--- config.mk ---
export PLATFORM = sky130hd
export DESIGN_NAME = gen_collector
export DESIGN_NICKNAME = d
export VERILOG_FILES = /design/src/rtl/gen_collector.sv
export SDC_FILE = /design/constraint.sdc
export NUM_CORES = 1
export LEC_CHECK = 0
export ABC_AREA = 0
export CAP_MARGIN = 40
export CELL_PAD_IN_SITES_DETAIL_PLACEMENT = 1
export CELL_PAD_IN_SITES_GLOBAL_PLACEMENT = 1
export CORE_ASPECT_RATIO = 1.75
export CORE_MARGIN = 2
export CORE_UTILIZATION = 41
export CTS_CLUSTER_DIAMETER = 50
export DETAILED_ROUTE_END_ITERATION = 12
export PLACE_DENSITY_LB_ADDON = 0.1
export SYNTH_ARGS = -nofsm -noshare
export SYNTH_HDL_FRONTEND = slang
export SYNTH_SLANG_ARGS = --single-unit
--- constraint.sdc ---
create_clock -name _clock -period 6.15 [get_ports _clock]
set_input_delay 0.9225 -clock _clock [delete_from_list [all_inputs] [get_ports _clock]]
set_output_delay 0.9225 -clock _clock [all_outputs]
set_load 0.005 [all_outputs]
--- src/rtl/gen_collector.sv ---
// gen_collector: caller-side driver for a two-output ready/valid/done generator.
// Launches the generator with captured arguments, accepts every yielded tuple,
// keeps the first DEPTH of them along with a count and a running sum, then replays
// the kept tuples to its own caller over the same ready/valid/done protocol.
module gen_collector #(
  parameter int unsigned WIDTH = 32,
  parameter int unsigned DEPTH = 8
) (
  input  logic             _clock,
  input  logic             _reset,
  input  logic             _start,
  input  logic [WIDTH-1:0] base,
  input  logic [WIDTH-1:0] limit,
  input  logic [WIDTH-1:0] step,
  input  logic             _ready,
  output logic             _valid,
  output logic             _done,
  output logic [WIDTH-1:0] _0,
  output logic [WIDTH-1:0] _1,
  output logic [WIDTH-1:0] count,
  output logic [WIDTH-1:0] sum,
  output logic             overflow,
  output logic [WIDTH-1:0] gen_base,
  output logic [WIDTH-1:0] gen_limit,
  output logic [WIDTH-1:0] gen_step,
  output logic             gen_start,
  output logic             gen_ready,
  input  logic             gen_valid,
  input  logic             gen_done,
  input  logic [WIDTH-1:0] gen_0,
  input  logic [WIDTH-1:0] gen_1
);

  localparam int unsigned AW = $clog2(DEPTH);
  // One extra bit so the write pointer can express "buffer full" (== DEPTH).
  localparam int unsigned PW = AW + 1;

  typedef logic [PW-1:0] ptr_t;
  localparam ptr_t DepthP = ptr_t'(DEPTH);

  typedef enum logic [2:0] {
    StIdle,
    StLaunch,
    StCollect,
    StDrain,
    StFinish
  } state_e;

  state_e state_q, state_d;

  logic [WIDTH-1:0] buf0_q [DEPTH];
  logic [WIDTH-1:0] buf1_q [DEPTH];

  ptr_t             wr_ptr_q, wr_ptr_d;
  ptr_t             rd_ptr_q, rd_ptr_d;
  logic [WIDTH-1:0] count_q, count_d;
  logic [WIDTH-1:0] sum_q, sum_d;
  logic             ovf_q, ovf_d;
  logic [WIDTH-1:0] arg_base_q, arg_base_d;
  logic [WIDTH-1:0] arg_limit_q, arg_limit_d;
  logic [WIDTH-1:0] arg_step_q, arg_step_d;
  logic [WIDTH-1:0] out0_q, out0_d;
  logic [WIDTH-1:0] out1_q, out1_d;
  // High during the first COLLECT cycle, when the generator's done is still stale.
  logic             first_q, first_d;

  logic gen_xfer;
  logic gen_fin;
  logic out_xfer;
  logic last_rd;
  logic buf_we;

  assign gen_xfer = (state_q == StCollect) && gen_valid;
  assign gen_fin  = (state_q == StCollect) && !first_q && gen_done && !gen_valid;
  assign out_xfer = (state_q == StDrain) && _ready;
  assign last_rd  = ((rd_ptr_q + ptr_t'(1)) == wr_ptr_q);
  assign buf_we   = gen_xfer && !_start && (wr_ptr_q < DepthP);

  // State register.
  always_ff @(posedge _clock) begin
    if (_reset) begin
      state_q <= StIdle;
    end else begin
      state_q <= state_d;
    end
  end

  // Next-state logic; _start restarts from any state.
  always_comb begin
    state_d = state_q;
    if (_start) begin
      state_d = StLaunch;
    end else begin
      unique case (state_q)
        StIdle:    state_d = StIdle;
        StLaunch:  state_d = StCollect;
        StCollect: begin
          if (gen_fin) begin
            state_d = (wr_ptr_q != '0) ? StDrain : StFinish;
          end
        end
        StDrain: begin
          if (out_xfer && last_rd) begin
            state_d = StFinish;
          end
        end
        StFinish:  state_d = StIdle;
        default:   state_d = StIdle;
      endcase
    end
  end

  // Handshake outputs decoded from the current state.
  always_comb begin
    gen_start = 1'b0;
    gen_ready = 1'b0;
    _valid    = 1'b0;
    _done     = 1'b0;
    unique case (state_q)
      StLaunch:  gen_start = 1'b1;
      StCollect: gen_ready = 1'b1;
      StDrain:   _valid    = 1'b1;
      StFinish:  _done     = 1'b1;
      default:   ;
    endcase
  end

  // Datapath next-state: argument capture, statistics, pointers and replay registers.
  always_comb begin
    wr_ptr_d    = wr_ptr_q;
    rd_ptr_d    = rd_ptr_q;
    count_d     = count_q;
    sum_d       = sum_q;
    ovf_d       = ovf_q;
    arg_base_d  = arg_base_q;
    arg_limit_d = arg_limit_q;
    arg_step_d  = arg_step_q;
    out0_d      = out0_q;
    out1_d      = out1_q;
    first_d     = (state_q == StLaunch) && !_start;

    if (_start) begin
      arg_base_d  = base;
      arg_limit_d = limit;
      arg_step_d  = step;
      count_d     = '0;
      sum_d       = '0;
      ovf_d       = 1'b0;
      wr_ptr_d    = '0;
      rd_ptr_d    = '0;
    end else begin
      if (gen_xfer) begin
        count_d = count_q + WIDTH'(1);
        sum_d   = sum_q + gen_0;
        if (wr_ptr_q < DepthP) begin
          wr_ptr_d = wr_ptr_q + ptr_t'(1);
        end else begin
          ovf_d = 1'b1;
        end
      end
      // Preload the first entry so it is on the outputs in the first DRAIN cycle.
      if (gen_fin && (wr_ptr_q != '0)) begin
        out0_d = buf0_q[0];
        out1_d = buf1_q[0];
      end
      if (out_xfer) begin
        rd_ptr_d = rd_ptr_q + ptr_t'(1);
        // After the last entry the outputs keep their final value.
        if (!last_rd) begin
          out0_d = buf0_q[rd_ptr_d[AW-1:0]];
          out1_d = buf1_q[rd_ptr_d[AW-1:0]];
        end
      end
    end
  end

  // Datapath registers.
  always_ff @(posedge _clock) begin
    if (_reset) begin
      wr_ptr_q    <= '0;
      rd_ptr_q    <= '0;
      count_q     <= '0;
      sum_q       <= '0;
      ovf_q       <= 1'b0;
      arg_base_q  <= '0;
      arg_limit_q <= '0;
      arg_step_q  <= '0;
      out0_q      <= '0;
      out1_q      <= '0;
      first_q     <= 1'b0;
    end else begin
      wr_ptr_q    <= wr_ptr_d;
      rd_ptr_q    <= rd_ptr_d;
      count_q     <= count_d;
      sum_q       <= sum_d;
      ovf_q       <= ovf_d;
      arg_base_q  <= arg_base_d;
      arg_limit_q <= arg_limit_d;
      arg_step_q  <= arg_step_d;
      out0_q      <= out0_d;
      out1_q      <= out1_d;
      first_q     <= first_d;
    end
  end

  // Tuple buffer; contents are only meaningful below wr_ptr, so no reset is needed.
  always_ff @(posedge _clock) begin
    if (buf_we) begin
      buf0_q[wr_ptr_q[AW-1:0]] <= gen_0;
      buf1_q[wr_ptr_q[AW-1:0]] <= gen_1;
    end
  end

  assign _0        = out0_q;
  assign _1        = out1_q;
  assign count     = count_q;
  assign sum       = sum_q;
  assign overflow  = ovf_q;
  assign gen_base  = arg_base_q;
  assign gen_limit = arg_limit_q;
  assign gen_step  = arg_step_q;

endmodule

# After elaboration in Yosys (flattened, before gate mapping)
# Memory sizes are Yosys's and may differ from the RTL's.
# Index checks and enable logic that the tools add are counted.
[classes]
addsub = 4
order_cmp = 1
eq_ne = 9
mux = 17
n_bitwise = 1
n_reduce_logical = 19
[op_table]
columns = ["op", "count"]
rows = [
  ["32-bit two-way mux", 6],
  ["32-bit by 1-bit adder with 32-bit output, second input constant", 1],
  ["32-bit adder", 1],
  ["1-bit logical AND", 10],
  ["3-bit two-way mux", 3],
  ["3-bit case mux with 3 select lines", 1],
  ["4-bit by 1-bit adder with 4-bit output, second input constant", 2],
  ["2-bit AND reduction", 4],
  ["1-bit two-way mux", 7],
  ["3-bit by 2-bit == test with 1-bit output, second input constant", 2],
  ["4-bit == test", 1],
  ["4-bit less-than comparator, second input constant", 1],
  ["4-bit nonzero test", 1],
  ["3-bit by 1-bit == test with 1-bit output, second input constant", 1],
  ["3-bit == test, second input constant", 1],
  ["1-bit zero test", 3],
  ["3-bit by 2-bit inequality test with 1-bit output, second input constant", 1],
  ["3-bit inequality test, second input constant", 1],
  ["2-bit by 1-bit inequality test with 1-bit output, second input constant", 1],
  ["2-bit inequality test, second input constant", 1],
  ["2-bit OR reduction", 1],
  ["1-bit NOT", 1],
]
[totals]
register_bits = 237
mem_bits_rw = 512
in_bits = 166
out_inout_bits = 229
wordCells = 66
mem_count = 2
[memory_table]
columns = ["name", "depth", "word_bits", "rd", "rd_clocked_by_memory_dff", "write_ports", "line", "text"]
rows = [
  ["buf0_q", 8, 32, 2, 0, 1, "51", "logic [WIDTH-1:0] buf0_q [DEPTH];"],
  ["buf1_q", 8, 32, 2, 0, 1, "52", "logic [WIDTH-1:0] buf1_q [DEPTH];"],
]

# Longest topological paths before layout
[logic_depth]
ltp_word = 8
depth_mapped = 12
depth_no_buf = 10

# Worst setup path before layout
# No wires, ideal clock.
[synth_timing]
path_kind = "input to register"
start = "input port _start"
end = "memory buf0_q[6][0] (enable)"
setup_time_ps = 565
t_arrival_ps = 5832
required_ps = 5585
setup_slack_ps = -247
stages = 4
path_buffers = 2
cell_sequence = "clkbuf_1 -> clkbuf_1 -> nand3b_1 -> nor3_1"
[synth_between]
elab_chain_len = 5
[synth_lines]
columns = ["item", "line", "text"]
rows = [
  ["start: declaration", "11", "input logic _start,"],
  ["1-bit zero test", "77", "assign buf_we = gen_xfer && !_start && (wr_ptr_q < DepthP);"],
  ["1-bit logical AND (2 in series)", "77", ""],
  ["1-bit two-way mux", "208", "if (buf_we) begin"],
  ["1-bit two-way mux (not written as such)", "209", "buf0_q[wr_ptr_q[AW-1:0]] <= gen_0;"],
  ["end: declaration", "51", ""],
]
# Every way passes these cells.

# Final worst setup path
[layout_timing]
start = "input port gen_0[0]"
end = "register sum_q[24], in the netlist sum[24]"
[layout_between]
elab_chain_len = 1
[layout_lines]
columns = ["item", "line", "text"]
rows = [
  ["start: declaration", "30", "input logic [WIDTH-1:0] gen_0,"],
  ["32-bit adder", "154", "sum_d = sum_q + gen_0;"],
  ["end signal: assignment", "195", "sum_q <= sum_d;"],
  ["end: declaration", "57", "logic [WIDTH-1:0] sum_q, sum_d;"],
]
# Every way passes these cells.
# A chain may end at the register's enable or synchronous reset.

==> impl_metrics.tcl <==
set metrics [dict create \
    outcome "finished, final reports clean" \
    synth-simple-area-share_pct 8.79 \
    finalMaxSlewViolations 0 \
    synth_top_family_by_area "multiplexers" \
    synth_flop_cell "edfxtp_1" \
    postCtsSetupRepairBufs 0 \
    drt_iter0_drc 1080 \
    cts_hold_buf 0 \
    synth_mux_area_share_pct 13.5 \
    end_kind "register" \
    critPathKind "in2reg" \
    wirelength_um 86900 \
    layout.cells.non_filler 3482 \
    floorplan.initialDensity_pct 41.3 \
    areaGrowthSynthToFinish_pct 25.1 \
    place_hpwl_um 55300 \
    power_mw 10.3 \
    setup_violations 0 \
    ios 395 \
    grt_pass1_wl_um 132000 \
    fp.dieH_um 362 \
    grt_max_degree 76 \
    antenna_found_initial 4 \
    synth_cells 2102 \
    yosysWarnings 0 \
    gp_congestion 0.809 \
    ys_ff_latch 749 \
    rrSetupSlack_ns 2.53 \
    netlist_top_cells_area "edfxtp_1 (51%), dfxtp_1 (16%), mux4_2 (9.5%), mux2i_1 (3.9%), nor2_1 (3.7%)" \
    dpl.cell_count 3348 \
    grtUsageTotal_pct 23.2 \
    synth_edf_count 512 \
    cp-start-kind "input port" \
    register_area_um2 20100 \
    final.setup.tns_ns 0 \
    ant_nets 0 \
    cts_resized 0 \
    maxCapViolCount 0 \
    root_buffer "clkbuf_16" \
    worst_pin_slew_ns 0.861 \
    synth_xor_area_share_pct 1.55 \
    cts_tree "built" \
    synth-seq-area-share_pct 67.0 \
    nets 2693 \
    cts_buffers 72 \
    first_pass_iters 4 \
    synth_compound_area_share_pct 5.60 \
    cp.required_ns 6.65 \
    rows 131 \
    clk_latency_ns 0.63 \
    final_util_pct 51.6 \
    drive_gt1_share_pct 12.3 \
    min_period_ns 3.76 \
    wl_per_cell_um 25.0 \
    post-route-period-util_pct 61.1 \
    syn_area_per_cell_um2 14.3 \
    powerDensity_nw_per_um2 275 \
    cellLeakagePower_nw 12.6 \
    synthesis.area_um2 30000 \
    die_w_um 209 \
    synth_top_area_share_pct 51.2 \
    port_buffers 394 \
    routed_via_density 5.55 \
    fillers 7163 \
    num_vias 19300 \
    clock_sinks 749 \
    cp_max_fo 9 \
    arrival_ns 4.26 \
    syn_nets 2304 \
    slew_headroom_pct 42.6 \
    grt_pass1_vias 21400 \
    fin_worst_skew_ns 0.0179 \
    multi_input_area_um2 9380 \
    hold_violations 0 \
    fmax_mhz 266 \
    hp-class "reg2reg" \
    synth_top_area_cell "edfxtp_1" \
    irDropWorstVdd_mv 0.181 \
    clkSlewWorstSetupHoldPaths_ns 0.06 \
    dieArea_um2 75500 \
    synthArstFlopShare_pct 0 \
    synth_cell_type_count 72 \
    htreeDepth 3 \
    clockBufferDepth 3 \
    grt.overflow.total 0 \
    drc 0 \
    grt_setup_unrepaired "false" \
    synthAdderAreaFrac_pct 1.53 \
    core_um2 72800 \
]
[cell type report]
cell class,instances,share of cell area [%]
timing repair buffer,439,12.1
clock inverter,30,0.626
antenna,1,0.00666
sequential,749,53.6
inverter,13,0.130
clock buffer,103,5.52
tap,931,3.10
multi-input combinational,1216,25.0
[worst max-delay path: stages]
cell and delay [ns]:
clkdlybuf4s50_1 0.57, ha_1 0.34, fa_1 0.42, a21o_1 0.23, a221oi_4 0.40, a211oi_1 0.14
nor3_1 0.42, o21ai_1 0.23, a221oi_1 0.34, or4_1 0.17, nand3_1 0.07
[final timing paths]
| path | startpoint | end | cells past startpoint |
|---|---|---|---|
| max | gen_0[0] | sum[24] | 11 |
| min | sum[12] | sum[12] | 2 |
| max reg2reg | rd_ptr_q[0] | _0[10] | 13 |
| min reg2reg | sum[12] | sum[12] | 2 |
[registers in the layout, summed over array words and instances, names as in the netlist]
name	cells
buf0_q	256
buf1_q	256
_0	32
_1	32
count	32
gen_base	32
gen_limit	32
gen_step	32
sum	32
rd_ptr_q	4
wr_ptr_q	4
state_q	3
first_q	1
overflow	1
[routing by layer]
layer | share of wire [%] | global-route usage, % | vias to the layer above
met2 | 52 | 43.0 | 609
met4 | 2.3 | 6.68 | 6
met5 | 0.044 | 0 | -
li1 | - | - | 8658
met3 | 6.3 | 5.05 | 129
met1 | 39 | 26.6 | 9914
[Yosys cell counts, types with 2 or more instances]
cell / n
edfxtp_1: 512
nor2_1: 296
dfxtp_1: 237
nand2_1: 179
mux4_2: 127
mux2i_1: 116
a21oi_1: 84
clkbuf_1: 59
a31oi_1: 52
o22ai_1: 47
buf_2: 35
ha_1: 35
nor3_1: 31
o21ai_0: 30
xnor2_1: 28
nand3_1: 24
xor2_1: 22
buf_1: 19
or3_1: 18
and3_1: 15
inv_1: 13
a21o_1: 12
nand4_1: 9
buf_4: 8
o21a_1: 8
nor2b_1: 6
a211oi_1: 5
nand2b_1: 5
o211ai_1: 5
o21bai_1: 5
a211o_1: 4
nor3b_1: 4
and2_1: 3
nor4_1: 3
o2111ai_1: 3
a21boi_0: 2
nand3b_1: 2
nor4b_1: 2
o21ai_1: 2
o31ai_1: 2
or2_2: 2
[metrics by stage]
| step | hold WS [ns] | instance area [um2] | worst slack, ns |
|---|---|---|---|
| 2_1_floorplan | 0.460 | 30000 | -0.247 |
| 3_3_place_gp | 0.465 | 34900 | 1.86 |
| 3_5_place_dp | 0.471 | 35300 | 1.78 |
| 4_1_cts | 0.483 | 37600 | 2.40 |
| 5_1_grt | 0.497 | 37600 | 2.25 |
| 6_report | 0.478 | 37600 | 2.39 |
[where the power goes]
| part | leakage [nW] | total [mW] | switching [mW] | internal [mW] |
|---|---|---|---|---|
| Combinational | 4.98 | 0.475 | 0.233 | 0.241 |
| Sequential | 6.53 | 5.44 | 0.0251 | 5.42 |
| Clock | 1.12 | 4.40 | 1.95 | 2.45 |
| Total | 12.6 | 10.3 | 2.21 | 8.11 |
[cell families (layout without fill, tap and decap cells)]
family                   after synthesis  after routing
other                                  0              1
AO/OA/AOI/OAI                        273            273
buffers and inverters                137            585
AND/OR/NAND/NOR                      612            612
flip-flops                           749            749
multiplexers                         244            244
adder cells (fa/ha/maj)               36             36
XOR/XNOR                              51             51
[layout by cell type, fill, tap and decap left out, types with 22 or more instances in the layout]
cell / synthesis / final
nor3_1: 31 / 27
dfxtp_1: 237 / 236
clkbuf_16: 0 / 75
nand3_1: 24 / 24
o21ai_0: 30 / 30
buf_4: 8 / 31
ha_1: 35 / 34
nand2_1: 179 / 178
mux4_2: 127 / 127
o22ai_1: 47 / 47
edfxtp_1: 512 / 512
nor2_1: 296 / 295
xor2_1: 22 / 22
a31oi_1: 52 / 52
a21oi_1: 84 / 84
clkdlybuf4s50_1: 0 / 392
mux2i_1: 116 / 116
xnor2_1: 28 / 27
Power figures use the tool's default switching activity.
